## src/rtl/gin_config_sequencer_if.sv

```systemverilog
`default_nettype none
// ============================================================================
// Module      : gin_config_sequencer_if
// Description : Bundles the GIN configuration sequencer's control, ID-SRAM,
//               scan-chain and stream signals.
//               master modport - sequencer view (drives strobes, tags, GIN side)
//               slave  modport - environment view (controller, SRAM, source, GIN)
// Ports       : start/cfg_* (request), busy/done (status), id_rd_* (ID SRAM),
//               set_XID/XID_scan_in/set_YID/YID_scan_in (scan chains),
//               src_* / GIN_* / tag_X / tag_Y (stream)
// Revision    : 1.0 - initial release
// ============================================================================
interface gin_config_sequencer_if #(
    parameter int NUM_ROW   = 6,
    parameter int NUM_COL   = 8,
    parameter int XID_BITS  = 5,
    parameter int YID_BITS  = 5,
    parameter int DATA_BITS = 32,
    parameter int LEN_BITS  = 16
);
    localparam int ID_W = (XID_BITS > YID_BITS) ? XID_BITS : YID_BITS;
    localparam int AW   = $clog2(NUM_ROW * NUM_COL + NUM_ROW);

    logic                 start;
    logic                 cfg_scan;
    logic [XID_BITS-1:0]  cfg_num_x;
    logic [YID_BITS-1:0]  cfg_num_y;
    logic [LEN_BITS-1:0]  cfg_len;
    logic                 busy;
    logic                 done;
    logic                 id_rd_en;
    logic [AW-1:0]        id_rd_addr;
    logic [ID_W-1:0]      id_rd_data;
    logic                 set_XID;
    logic [XID_BITS-1:0]  XID_scan_in;
    logic                 set_YID;
    logic [YID_BITS-1:0]  YID_scan_in;
    logic                 src_valid;
    logic                 src_ready;
    logic [DATA_BITS-1:0] src_data;
    logic                 GIN_valid;
    logic                 GIN_ready;
    logic [DATA_BITS-1:0] GIN_data;
    logic [XID_BITS-1:0]  tag_X;
    logic [YID_BITS-1:0]  tag_Y;

    modport master (
        input  start, cfg_scan, cfg_num_x, cfg_num_y, cfg_len,
        input  id_rd_data, src_valid, src_data, GIN_ready,
        output busy, done, id_rd_en, id_rd_addr,
        output set_XID, XID_scan_in, set_YID, YID_scan_in,
        output src_ready, GIN_valid, GIN_data, tag_X, tag_Y
    );

    modport slave (
        output start, cfg_scan, cfg_num_x, cfg_num_y, cfg_len,
        output id_rd_data, src_valid, src_data, GIN_ready,
        input  busy, done, id_rd_en, id_rd_addr,
        input  set_XID, XID_scan_in, set_YID, YID_scan_in,
        input  src_ready, GIN_valid, GIN_data, tag_X, tag_Y
    );
endinterface
`default_nettype wire

```

## src/rtl/gin_config_sequencer.sv

```systemverilog
`default_nettype none
// ============================================================================
// Module      : gin_config_sequencer
// Description : Per-layer GIN sequencer. Optionally reads the PE ID table from
//               the ID SRAM and shifts it into the X then Y ID scan chains,
//               then forwards cfg_len source beats to the GIN with per-beat
//               tag_X/tag_Y, and finally pulses done for one cycle.
// Ports       : clk, rst (sync, active-high)
//               bus - gin_config_sequencer_if.master (control, SRAM, scan,
//                     stream signals)
// Revision    : 1.0 - initial release
// ============================================================================
module gin_config_sequencer #(
    parameter int NUM_ROW   = 6,
    parameter int NUM_COL   = 8,
    parameter int XID_BITS  = 5,
    parameter int YID_BITS  = 5,
    parameter int DATA_BITS = 32,
    parameter int LEN_BITS  = 16
) (
    input  logic                  clk,
    input  logic                  rst,
    gin_config_sequencer_if.master bus
);
    localparam int c_nx    = NUM_ROW * NUM_COL;
    localparam int c_total = c_nx + NUM_ROW;
    localparam int c_aw    = $clog2(c_total);
    // One extra bit so the read counter can sit at c_total when the table is
    // exhausted, even when c_total is a power of two.
    localparam int c_cw    = c_aw + 1;

    typedef enum logic [1:0] {
        S_IDLE   = 2'd0,
        S_SCAN   = 2'd1,
        S_STREAM = 2'd2,
        S_DONE   = 2'd3
    } state_t;

    state_t               r_state;
    state_t               w_next;

    logic [XID_BITS-1:0]  r_num_x;
    logic [YID_BITS-1:0]  r_num_y;
    logic [LEN_BITS-1:0]  r_len;
    logic [c_cw-1:0]      r_rd_cnt;
    logic                 r_sh_vld;
    logic                 r_sh_y;
    logic                 r_sh_last;
    logic [LEN_BITS-1:0]  r_beat_cnt;
    logic [XID_BITS-1:0]  r_tag_x;
    logic [YID_BITS-1:0]  r_tag_y;
    logic [DATA_BITS-1:0] w_data;

    logic                 w_rd_en;
    logic                 w_hs;
    logic                 w_last_beat;
    logic                 w_x_wrap;
    logic                 w_y_wrap;

    assign w_rd_en     = (r_state == S_SCAN) && (r_rd_cnt < c_cw'(c_total));
    assign w_hs        = (r_state == S_STREAM) && bus.src_valid && bus.GIN_ready;
    assign w_last_beat = w_hs && (r_beat_cnt == r_len - 1'b1);
    // A period of 0 or 1 keeps the tag pinned at 0.
    assign w_x_wrap    = (r_num_x <= XID_BITS'(1)) || (r_tag_x == r_num_x - 1'b1);
    assign w_y_wrap    = (r_num_y <= YID_BITS'(1)) || (r_tag_y == r_num_y - 1'b1);

    // ---------------- FSM state register ----------------
    always_ff @(posedge clk) begin
        if (rst) begin
            r_state <= S_IDLE;
        end else begin
            r_state <= w_next;
        end
    end

    // ---------------- FSM next state / decoded outputs ----------------
    always_comb begin
        w_next        = r_state;
        bus.busy      = (r_state != S_IDLE);
        bus.done      = (r_state == S_DONE);
        bus.id_rd_en  = w_rd_en;
        bus.src_ready = bus.GIN_ready && (r_state == S_STREAM);
        bus.GIN_valid = bus.src_valid && (r_state == S_STREAM);
        case (r_state)
            S_IDLE: begin
                if (bus.start) begin
                    if (bus.cfg_scan)             w_next = S_SCAN;
                    else if (bus.cfg_len != '0)   w_next = S_STREAM;
                    else                          w_next = S_DONE;
                end
            end
            S_SCAN: begin
                if (r_sh_vld && r_sh_last) begin
                    w_next = (r_len != '0) ? S_STREAM : S_DONE;
                end
            end
            S_STREAM: begin
                if (w_last_beat) w_next = S_DONE;
            end
            S_DONE:  w_next = S_IDLE;
            default: w_next = S_IDLE;
        endcase
    end

    // ---------------- datapath ----------------
    always_ff @(posedge clk) begin
        if (rst) begin
            r_num_x    <= '0;
            r_num_y    <= '0;
            r_len      <= '0;
            r_rd_cnt   <= '0;
            r_sh_vld   <= 1'b0;
            r_sh_y     <= 1'b0;
            r_sh_last  <= 1'b0;
            r_beat_cnt <= '0;
            r_tag_x    <= '0;
            r_tag_y    <= '0;
        end else begin
            if ((r_state == S_IDLE) && bus.start) begin
                r_num_x  <= bus.cfg_num_x;
                r_num_y  <= bus.cfg_num_y;
                r_len    <= bus.cfg_len;
                r_rd_cnt <= '0;
            end else if (w_rd_en) begin
                r_rd_cnt <= r_rd_cnt + 1'b1;
            end

            // Shift stage trails the read by one cycle, matching SRAM latency.
            r_sh_vld  <= w_rd_en;
            r_sh_y    <= (r_rd_cnt >= c_cw'(c_nx));
            r_sh_last <= (r_rd_cnt == c_cw'(c_total - 1));

            if (r_state != S_STREAM) begin
                r_beat_cnt <= '0;
                r_tag_x    <= '0;
                r_tag_y    <= '0;
            end else if (w_hs) begin
                r_beat_cnt <= r_beat_cnt + 1'b1;
                if (w_x_wrap) begin
                    r_tag_x <= '0;
                    r_tag_y <= w_y_wrap ? '0 : r_tag_y + 1'b1;
                end else begin
                    r_tag_x <= r_tag_x + 1'b1;
                end
            end
        end
    end

    assign w_data          = bus.src_data;
    assign bus.GIN_data    = w_data;
    assign bus.id_rd_addr  = r_rd_cnt[c_aw-1:0];
    assign bus.set_XID     = r_sh_vld && !r_sh_y;
    assign bus.set_YID     = r_sh_vld && r_sh_y;
    assign bus.XID_scan_in = bus.id_rd_data[XID_BITS-1:0];
    assign bus.YID_scan_in = bus.id_rd_data[YID_BITS-1:0];
    assign bus.tag_X       = r_tag_x;
    assign bus.tag_Y       = r_tag_y;
endmodule
`default_nettype wire
```

## src/flat_wrapper.sv

```systemverilog
// flat-port wrapper written by rule: the top's interface ports become plain ports
module gin_config_sequencer_flat 
#(
    parameter int NUM_ROW   = 6,
    parameter int NUM_COL   = 8,
    parameter int XID_BITS  = 5,
    parameter int YID_BITS  = 5,
    parameter int DATA_BITS = 32,
    parameter int LEN_BITS  = 16
)
  (clk, rst, bus_start, bus_cfg_scan, bus_cfg_num_x, bus_cfg_num_y, bus_cfg_len, bus_id_rd_data, bus_src_valid, bus_src_data, bus_GIN_ready, bus_busy, bus_done, bus_id_rd_en, bus_id_rd_addr, bus_set_XID, bus_XID_scan_in, bus_set_YID, bus_YID_scan_in, bus_src_ready, bus_GIN_valid, bus_GIN_data, bus_tag_X, bus_tag_Y);
  gin_config_sequencer_if #(.NUM_ROW(NUM_ROW), .NUM_COL(NUM_COL), .XID_BITS(XID_BITS), .YID_BITS(YID_BITS), .DATA_BITS(DATA_BITS), .LEN_BITS(LEN_BITS)) bus_i ();
  input  logic clk;
  input  logic rst;
  input wire logic [$bits(bus_i.start)-1:0] bus_start;
  input wire logic [$bits(bus_i.cfg_scan)-1:0] bus_cfg_scan;
  input wire logic [$bits(bus_i.cfg_num_x)-1:0] bus_cfg_num_x;
  input wire logic [$bits(bus_i.cfg_num_y)-1:0] bus_cfg_num_y;
  input wire logic [$bits(bus_i.cfg_len)-1:0] bus_cfg_len;
  input wire logic [$bits(bus_i.id_rd_data)-1:0] bus_id_rd_data;
  input wire logic [$bits(bus_i.src_valid)-1:0] bus_src_valid;
  input wire logic [$bits(bus_i.src_data)-1:0] bus_src_data;
  input wire logic [$bits(bus_i.GIN_ready)-1:0] bus_GIN_ready;
  output wire logic [$bits(bus_i.busy)-1:0] bus_busy;
  output wire logic [$bits(bus_i.done)-1:0] bus_done;
  output wire logic [$bits(bus_i.id_rd_en)-1:0] bus_id_rd_en;
  output wire logic [$bits(bus_i.id_rd_addr)-1:0] bus_id_rd_addr;
  output wire logic [$bits(bus_i.set_XID)-1:0] bus_set_XID;
  output wire logic [$bits(bus_i.XID_scan_in)-1:0] bus_XID_scan_in;
  output wire logic [$bits(bus_i.set_YID)-1:0] bus_set_YID;
  output wire logic [$bits(bus_i.YID_scan_in)-1:0] bus_YID_scan_in;
  output wire logic [$bits(bus_i.src_ready)-1:0] bus_src_ready;
  output wire logic [$bits(bus_i.GIN_valid)-1:0] bus_GIN_valid;
  output wire logic [$bits(bus_i.GIN_data)-1:0] bus_GIN_data;
  output wire logic [$bits(bus_i.tag_X)-1:0] bus_tag_X;
  output wire logic [$bits(bus_i.tag_Y)-1:0] bus_tag_Y;
  assign bus_i.start = bus_start;
  assign bus_i.cfg_scan = bus_cfg_scan;
  assign bus_i.cfg_num_x = bus_cfg_num_x;
  assign bus_i.cfg_num_y = bus_cfg_num_y;
  assign bus_i.cfg_len = bus_cfg_len;
  assign bus_i.id_rd_data = bus_id_rd_data;
  assign bus_i.src_valid = bus_src_valid;
  assign bus_i.src_data = bus_src_data;
  assign bus_i.GIN_ready = bus_GIN_ready;
  assign bus_busy = bus_i.busy;
  assign bus_done = bus_i.done;
  assign bus_id_rd_en = bus_i.id_rd_en;
  assign bus_id_rd_addr = bus_i.id_rd_addr;
  assign bus_set_XID = bus_i.set_XID;
  assign bus_XID_scan_in = bus_i.XID_scan_in;
  assign bus_set_YID = bus_i.set_YID;
  assign bus_YID_scan_in = bus_i.YID_scan_in;
  assign bus_src_ready = bus_i.src_ready;
  assign bus_GIN_valid = bus_i.GIN_valid;
  assign bus_GIN_data = bus_i.GIN_data;
  assign bus_tag_X = bus_i.tag_X;
  assign bus_tag_Y = bus_i.tag_Y;
  gin_config_sequencer #(.NUM_ROW(NUM_ROW), .NUM_COL(NUM_COL), .XID_BITS(XID_BITS), .YID_BITS(YID_BITS), .DATA_BITS(DATA_BITS), .LEN_BITS(LEN_BITS)) u_core (.clk(clk), .rst(rst), .bus(bus_i));
endmodule
```

## config.mk

```make
export PLATFORM = sky130hd
export DESIGN_NAME = gin_config_sequencer_flat
export DESIGN_NICKNAME = d
export VERILOG_FILES = /design/src/rtl/gin_config_sequencer_if.sv /design/src/rtl/gin_config_sequencer.sv /design/src/flat_wrapper.sv
export SDC_FILE = /design/constraint.sdc
export NUM_CORES = 1
export LEC_CHECK = 0
export ABC_CLOCK_PERIOD_IN_PS = 5400
export CAP_MARGIN = 15
export CORE_ASPECT_RATIO = 0.8
export CORE_UTILIZATION = 38
export DETAILED_ROUTE_END_ITERATION = 10
export GPL_ROUTABILITY_DRIVEN = 0
export PLACE_DENSITY = 0.74
export SLEW_MARGIN = 5
export SYNTH_ARGS = -nofsm -noshare
export SYNTH_HDL_FRONTEND = slang
export SYNTH_SLANG_ARGS = --single-unit
export TNS_END_PERCENT = 20
```

## constraint.sdc

```tcl
create_clock -name clk -period 5.4 [get_ports clk]
set_input_delay 1.08 -clock clk [delete_from_list [all_inputs] [get_ports clk]]
set_output_delay 1.08 -clock clk [all_outputs]
set_load 0.005 [all_outputs]
```

### Word level (Yosys, flattened, before mapping)

Index checks and enable logic that the tools add are counted.

* bits in latches: 0
* word-level logic and storage cells: 62
* RAM bits: 0
* memories: 0
* memory bits (read-only): 0
* input port bits: 69
* register bits after elaboration: 64
* output and inout port bits: 65

* reductions and logical operators: 20
* $mul: 0
* div/mod/pow operators: 0
* add/subtract/negate cells: 7
* muxes and demuxes: 9
* bitwise gates (word level): 0
* shift operators: 0
* magnitude comparators: 4
* eq/ne operators: 11

Operators with widths (number)
* $reduce_bool 16->1: 2
* $add 16x1->16 const B: 1
* $eq 16x16->1: 1
* $sub 16x1->16 const B: 1
* $add 5x1->5 const B: 2
* $eq 5x5->1: 2
* $le 5x1->1 const B: 2
* $mux 5: 2
* $sub 5x1->5 const B: 2
* $logic_and 1x1->1: 9
* $mux 2: 4
* $pmux 2 s4: 1
* $add 7x1->7 const B: 1
* $eq 7x6->1 const B: 1
* $ge 7x6->1 const B: 1
* $lt 7x6->1 const B: 1
* $ne 2x2->1 const B: 3
* $eq 2x2->1 const B: 2
* $reduce_or 2->1: 2
* $reduce_and 3->1: 1
* $eq 2x1->1 const B: 1
* $logic_not 2->1: 1
* $logic_or 1x1->1: 2
* $mux 1: 2
* other kinds (4): 4

### Depth between registers and ports, before layout

Gate-level depths: netlist of the first run.

* depth in word-level cells: 6
* mapped depth: 10
* gate-level depth less buffers: 9

### Least setup slack after synthesis of the first run

Ideal clock, no wire load.

* kind: input port to flip-flop
* start point: in bus_start
* end point: reg u_core.r_state[0]
* buffers on the path: 0
* data required time: 5.321 ns
* stages: 7
* setup time: 0.079 ns
* setup slack: 2.837 ns
* arrival: 2.484 ns
* cell sequence: and2b_1 > a2111oi_0 > nand3_1 > a2111oi_4 > o2111a_2 > a211oi_1 > a211oi_2

* longest elaborated chain between the ends: 2

Ends and longest elaborated chain
* from (decl): line flat_wrapper.sv:15 `input wire logic [$bits(bus_i.start)-1:0] bus_start;`
* $ne 2x2->1 (no source line)
* $reduce_and 3->1 (no source line)
* to (signal assigned): line gin_config_sequencer.sv:72 `r_state <= w_next;`
* to (decl): line gin_config_sequencer.sv:39 `state_t r_state;`

Every way passes these cells.
A chain may end at the register's enable or synchronous reset.

### Final worst setup path of the first run

* start point: in bus_GIN_ready
* end point: out bus_src_ready

* longest elaborated chain between the ends: 1

Ends and longest elaborated chain
* from (decl): line flat_wrapper.sv:23 `input wire logic [$bits(bus_i.GIN_ready)-1:0] bus_GIN_ready;`
* $logic_and 1x1->1: line gin_config_sequencer.sv:82 `bus.src_ready = bus.GIN_ready && (r_state == S_STREAM);`
* to (decl): line flat_wrapper.sv:32 `output wire logic [$bits(bus_i.src_ready)-1:0] bus_src_ready;`

Every way passes these cells.

==> summary.md, run 1 <==
| Metric | Value |
|---|---|
| Clock slew at reported path FFs | `50 ps` |
| Most frequent cells in the layout | `nand2_1 (72), dfxtp_1 (64), clkdlybuf4s50_1 (54), nor2_1 (44), a21oi_1 (39)` |
| Max-slew headroom at the worst pin | `34.9%` |
| Pre-CTS setup slack | `1970 ps` |
| Reg2reg end | `u_core.r_state[1]$_SDFFE_PP0P_` |
| RSZ-0062 raised after global routing | `no` |
| DR vias | `3289` |
| Sum Neg Setup Slack | `0 ps` |
| Worst hold path depth | `2` |
| Hold Crit Class | `register to register` |
| Final ANT Viol Nets | `0` |
| Syn avg cell area | `8.23 sq um` |
| Gr ovfl total | `0` |
| Final WL | `9170 um` |
| Worst R2R Setup Slack | `2620 ps` |
| WP data arrival | `2170 ps` |
| Max-cap violations | `0` |
| Drt wl/cell | `14.4 um` |
| Crit Path Class | `primary input to primary output` |
| Final setup viols | `0` |
| Reg2Reg Depth | `9` |
| Sequential area share after synthesis | `31.7%` |
| Syn Inst Count | `491` |
| Share of the synthesized area in the top cell type | `31.7%` |
| First-pass GRT wire length | `15100 um` |
| Syn nets | `577` |
| Hold Vio Cnt, Final | `0` |
| Initial antenna violation count | `0` |
| # diodes | `0` |
| Fillcell total | `1002` |
| P per Cell Area | `389 nW/um^2` |
| Postcts setup bufs | `0` |
| Most used DFF post-synth | `dfxtp_1` |
| Crit path capture | `bus_src_ready` |
| Hold Crit Start | `u_core.r_num_y[1]$_SDFFE_PP0P_` |
| Fmax achieved | `308 MHz` |
| Status | `completed` |
| DR DRC count | `0` |
| Setup crit start | `bus_GIN_ready` |
| Hpwl dp | `6770 um` |
| Resize count post-CTS | `0` |
| Worst Max-Slew Pin Slew | `973 ps` |
| Number of CTS-inserted buffers | `9` |
| Core area | `10300 sq um` |
| Yosys top cell by area | `dfxtp_1` |
| Gr usage total | `17.7%` |
| Htree depth | `3` |
| Clock buffer depth | `2` |
| Initial core utilization | `39.3%` |
| Die height | `94.2 um` |
| Number of synthesized flops with an enable pin | `0` |
| CTS tree | `built` |
| R2r startpoint | `u_core.r_len[0]$_SDFFE_PP0P_` |
| Core Util, Final | `44.9%` |
| Commonest non-fill, non-tap cell in the layout | `nand2_1` |
| Yosys warnings | `0` |
| Largest net degree at the start of global routing | `34` |
| CTS Root Cell | `clkbuf_16` |
| Ports | `134` |
| Vias in the first global route | `3222` |
| Area of the mapped netlist | `4040 sq um` |
| Synthesis-to-finish area growth | `14.3%` |
| Async SR Flop Fraction | `0%` |
| Initial drt markers | `129` |
| CP max FO | `2` |
| Final nets | `578` |
| Post-synth cell types | `55` |
| Pre-antenna DRT Iters | `4` |
| Final Max Slew Viols | `0` |
| CP startpoint kind | `primary input` |
| Pleak | `1.64 nW` |
| Skew final | `5.49 ps` |
| Clk_lat worst skew | `320 ps` |
| Die W | `117 um` |
| CP Capture Type | `primary output` |
| Sink Count | `64` |
| Minimum clock period | `3250 ps` |
| Layout cell share with drive strength beyond 1 | `5.85%` |
| Row count | `33` |
| Final setup margin | `2150 ps` |
| Flops & latches, synth | `64` |
| Port bufs | `54` |
| Vias per cell | `5.17` |
| Synth area leaders | `dfxtp_1 (32%), buf_4 (8.9%), nand2_1 (6.7%), xor2_1 (6.5%), ha_1 (5.3%)` |
| Critical path data required time | `4320 ps` |
| Final Power | `0.00180 W` |
| VDD IR max | `0.157 mV` |
| Crit share post-route | `60.1%` |
| Hold_buf cts | `0` |
| Die area | `11000 sq um` |
## cell usage after synthesis, drive strengths merged (3+ instances only)
| cell type | count |
|---|---|
| inv | 14 |
| xnor2 | 24 |
| nand4b | 3 |
| or3 | 4 |
| a21oi | 39 |
| mux2i | 6 |
| ha | 17 |
| and2 | 7 |
| nor4 | 10 |
| a211oi | 6 |
| nor4b | 3 |
| nor3 | 11 |
| nand4 | 12 |
| dfxtp | 64 |
| a31oi | 3 |
| clkbuf | 14 |
| and3 | 7 |
| nor2b | 4 |
| a2111oi | 4 |
| nand3 | 8 |
| o21ai | 8 |
| nor2 | 44 |
| xor2 | 31 |
| nand2 | 72 |
| buf | 51 |
## cell type report
type	count	area, sq um	area share [%]
timing repair buffer	55	548	11.9
tap	140	175	3.79
clock buffer	13	270	5.85
inverter	14	52.6	1.14
sequential	64	1280	27.7
multi-input combinational	348	2250	48.8
clock inverter	2	37.5	0.813
## per-stage QoR
stage	std cells	area, sq um	hold WS, ps
global placement	621	4310	470
global route	636	4620	518
finish	636	4620	493
detailed placement	621	4310	486
floorplan	491	4040	449
CTS	636	4620	493
## registers in the layout (all words and copies together), names as in the netlist
signal             flops
u_core.r_beat_cnt     16
u_core.r_len          16
u_core.r_rd_cnt        7
u_core.bus.tag_X       5
u_core.bus.tag_Y       5
u_core.r_num_x         5
u_core.r_num_y         5
u_core.r_state         2
u_core.r_sh_last       1
u_core.r_sh_vld        1
u_core.r_sh_y          1
## report_power, final
part	internal (W)	switching (W)	total, W
Combinational	0.000266	0.000357	0.000623
Clock	0.000392	0.000198	0.000590
Sequential	0.000517	0.0000662	0.000583
Total	0.00118	0.000620	0.00180
## worst min-delay path by stage
stage,endpoint
finish,u_core.r_num_y[1]$_SDFFE_PP0P_
detailed placement,u_core.r_num_y[1]$_SDFFE_PP0P_
CTS,u_core.r_num_y[1]$_SDFFE_PP0P_
global route,u_core.r_num_x[1]$_SDFFE_PP0P_
floorplan,u_core.r_num_y[1]$_SDFFE_PP0P_
global placement,u_core.r_rd_cnt[6]$_SDFFE_PP0P_
## critical path, cell delays in order
cell	delay [ps]
clkdlybuf4s50_1	470
and2_1	120
clkdlybuf4s50_1	500
## kinds of logic after synthesis
logic type	synth area share [%]
compound gates	12.8
xor+xnor	12.4
fa+ha+maj	5.27
buf+inv	12.5
flops	31.7
mux	1.49
simple gates	23.9
## routing by layer
metal | vias to the layer above | GRT usage [%] | wire [um]
met4 | 0 | 7.81 | 199
met2 | 98 | 28.4 | 4290
li1 | 1630 | - | -
met1 | 1533 | 21.9 | 4160
met3 | 28 | 5.03 | 509
met5 | - | 0 | 0
(Power assumes the default switching activity.)
==> run 2: changes to the inputs <==
Settings changed: ABC_CLOCK_PERIOD_IN_PS 5400 to 2900, PLACE_DENSITY 0.74 to 0.77.
Clock period 5.4 ns to 2.9 ns, I/O delays scaled along.
==> summary.md, run 2 (synthesized netlist as in run 1, its figures left out) <==
| Metric | Value |
|---|---|
| Drt wl/cell | `14.7 um` |
| CP max FO | `6` |
| Max-cap violations | `0` |
| CTS Root Cell | `clkbuf_16` |
| Hold_buf cts | `0` |
| Port bufs | `54` |
| CTS tree | `built` |
| CP startpoint kind | `register` |
| WP data arrival | `2100 ps` |
| Layout cell share with drive strength beyond 1 | `7.36%` |
| Commonest non-fill, non-tap cell in the layout | `nand2_1` |
| Minimum clock period | `2680 ps` |
| Htree depth | `3` |
| Postcts setup bufs | `0` |
| Gr ovfl total | `0` |
| Resize count post-CTS | `0` |
| Die W | `117 um` |
| Core area | `10300 sq um` |
| First-pass GRT wire length | `15600 um` |
| Routed met1 length | `4210 um` |
| Crit share post-route | `92.3%` |
| Clock slew at reported path FFs | `60 ps` |
| Vias per cell | `5.27` |
| Ports | `134` |
| Row count | `33` |
| # diodes | `0` |
| VDD IR max | `0.302 mV` |
| Vias in the first global route | `3307` |
| Critical path data required time | `2320 ps` |
| Most frequent cells in the layout | `nand2_1 (72), dfxtp_1 (64), clkdlybuf4s50_1 (54), nor2_1 (44), a21oi_1 (39)` |
| Status | `completed` |
| P per Cell Area | `712 nW/um^2` |
| Initial core utilization | `39.3%` |
| Top layer reached by signal wires | `met4` |
| Largest regs | `u_core.r_beat_cnt (16), u_core.r_len (16), u_core.r_rd_cnt (7)` |
| Die height | `94.2 um` |
| Hold Crit Class | `register to register` |
| Skew final | `6.79 ps` |
| Met2 wire length | `4360 um` |
| Sum Neg Setup Slack | `0 ps` |
| Sink Count | `64` |
| RSZ-0062 raised after global routing | `no` |
| Crit Path Class | `register to primary output` |
| Final nets | `584` |
| DR vias | `3389` |
| Pleak | `1.65 nW` |
| Initial drt markers | `162` |
| Clk_lat worst skew | `340 ps` |
| Final WL | `9470 um` |
| Die area | `11000 sq um` |
| Pre-CTS setup slack | `140 ps` |
| Met3 WL | `642 um` |
| Pre-antenna DRT Iters | `5` |
| Final setup viols | `0` |
| Hold Vio Cnt, Final | `0` |
| Clock buffer depth | `2` |
| Initial antenna violation count | `0` |
| Worst Max-Slew Pin Slew | `548 ps` |
| Number of CTS-inserted buffers | `9` |
| CP Capture Type | `primary output` |
| Fmax achieved | `374 MHz` |
| Gr usage total | `18.3%` |
| Synthesis-to-finish area growth | `14.8%` |
| Hpwl dp | `6890 um` |
| Max-slew headroom at the worst pin | `63.1%` |
| Final Max Slew Viols | `0` |
| DR DRC count | `0` |
| Largest net degree at the start of global routing | `33` |
| Final setup margin | `224 ps` |
| Final ANT Viol Nets | `0` |
==> run 2: power breakdown <==
group          switching [W]  internal [W]
clock network       0.000428      0.000585
logic               0.000680      0.000523
registers           0.000123      0.000961
total                0.00123       0.00207
==> run 2: final timing paths <==
| kind | depth (start not counted) | slack, ps | start | end |
|---|---|---|---|---|
| min reg2reg | 2 | 490 | u_core.r_rd_cnt[6]$_SDFFE_PP0P_ | u_core.r_rd_cnt[6]$_SDFFE_PP0P_ |
| max | 5 | 220 | u_core.r_state[1]$_SDFFE_PP0P_ | bus_id_rd_en |
| max reg2reg | 9 | 340 | u_core.r_len[0]$_SDFFE_PP0P_ | u_core.r_state[0]$_SDFFE_PP0P_ |
| min | 2 | 490 | u_core.r_rd_cnt[6]$_SDFFE_PP0P_ | u_core.r_rd_cnt[6]$_SDFFE_PP0P_ |
==> run 2: area by class of cell <==
type	instances	area (sq um)
Inverter	14	52.6
Multi-Input combinational cell	348	2250
Tap cell	140	175
Fill cell	996	5650
Clock buffer	9	225
Timing Repair Buffer	61	593
Sequential cell	64	1280
Clock inverter	7	55.1
==> run 2: layer usage <==
layer	global-route usage (%)	vias to the layer above
met4	8.33	0
met3	5.23	39
met5	0	-
li1	-	1649
met1	22.6	1583
met2	29.1	118
==> run 2: critical path, stage by stage (launching register included) <==
cell	delay, ps
dfxtp_1	350
inv_1	120
ha_1	250
nor2b_1	240
o21a_1	270
clkdlybuf4s50_1	530
==> run 2: through the flow <==
stage               util [%]  instances  total power [W]  instance area, sq um  hold WS, ps
CTS                     45.1        643          0.00330                  4640          492
floorplan                  -        491          0.00199                  4040          449
global placement        42.4        627          0.00224                  4360          472
detailed placement      42.4        627          0.00228                  4360          483
finish                  45.1        643          0.00330                  4640          491
global route            45.1        643          0.00348                  4640          514
==> run 3: changes to the inputs <==
Settings changed: ABC_CLOCK_PERIOD_IN_PS 2900 to unset.
==> results of run 3 <==
Same layout as run 2: the final DEF is identical, and so are final timing and power.
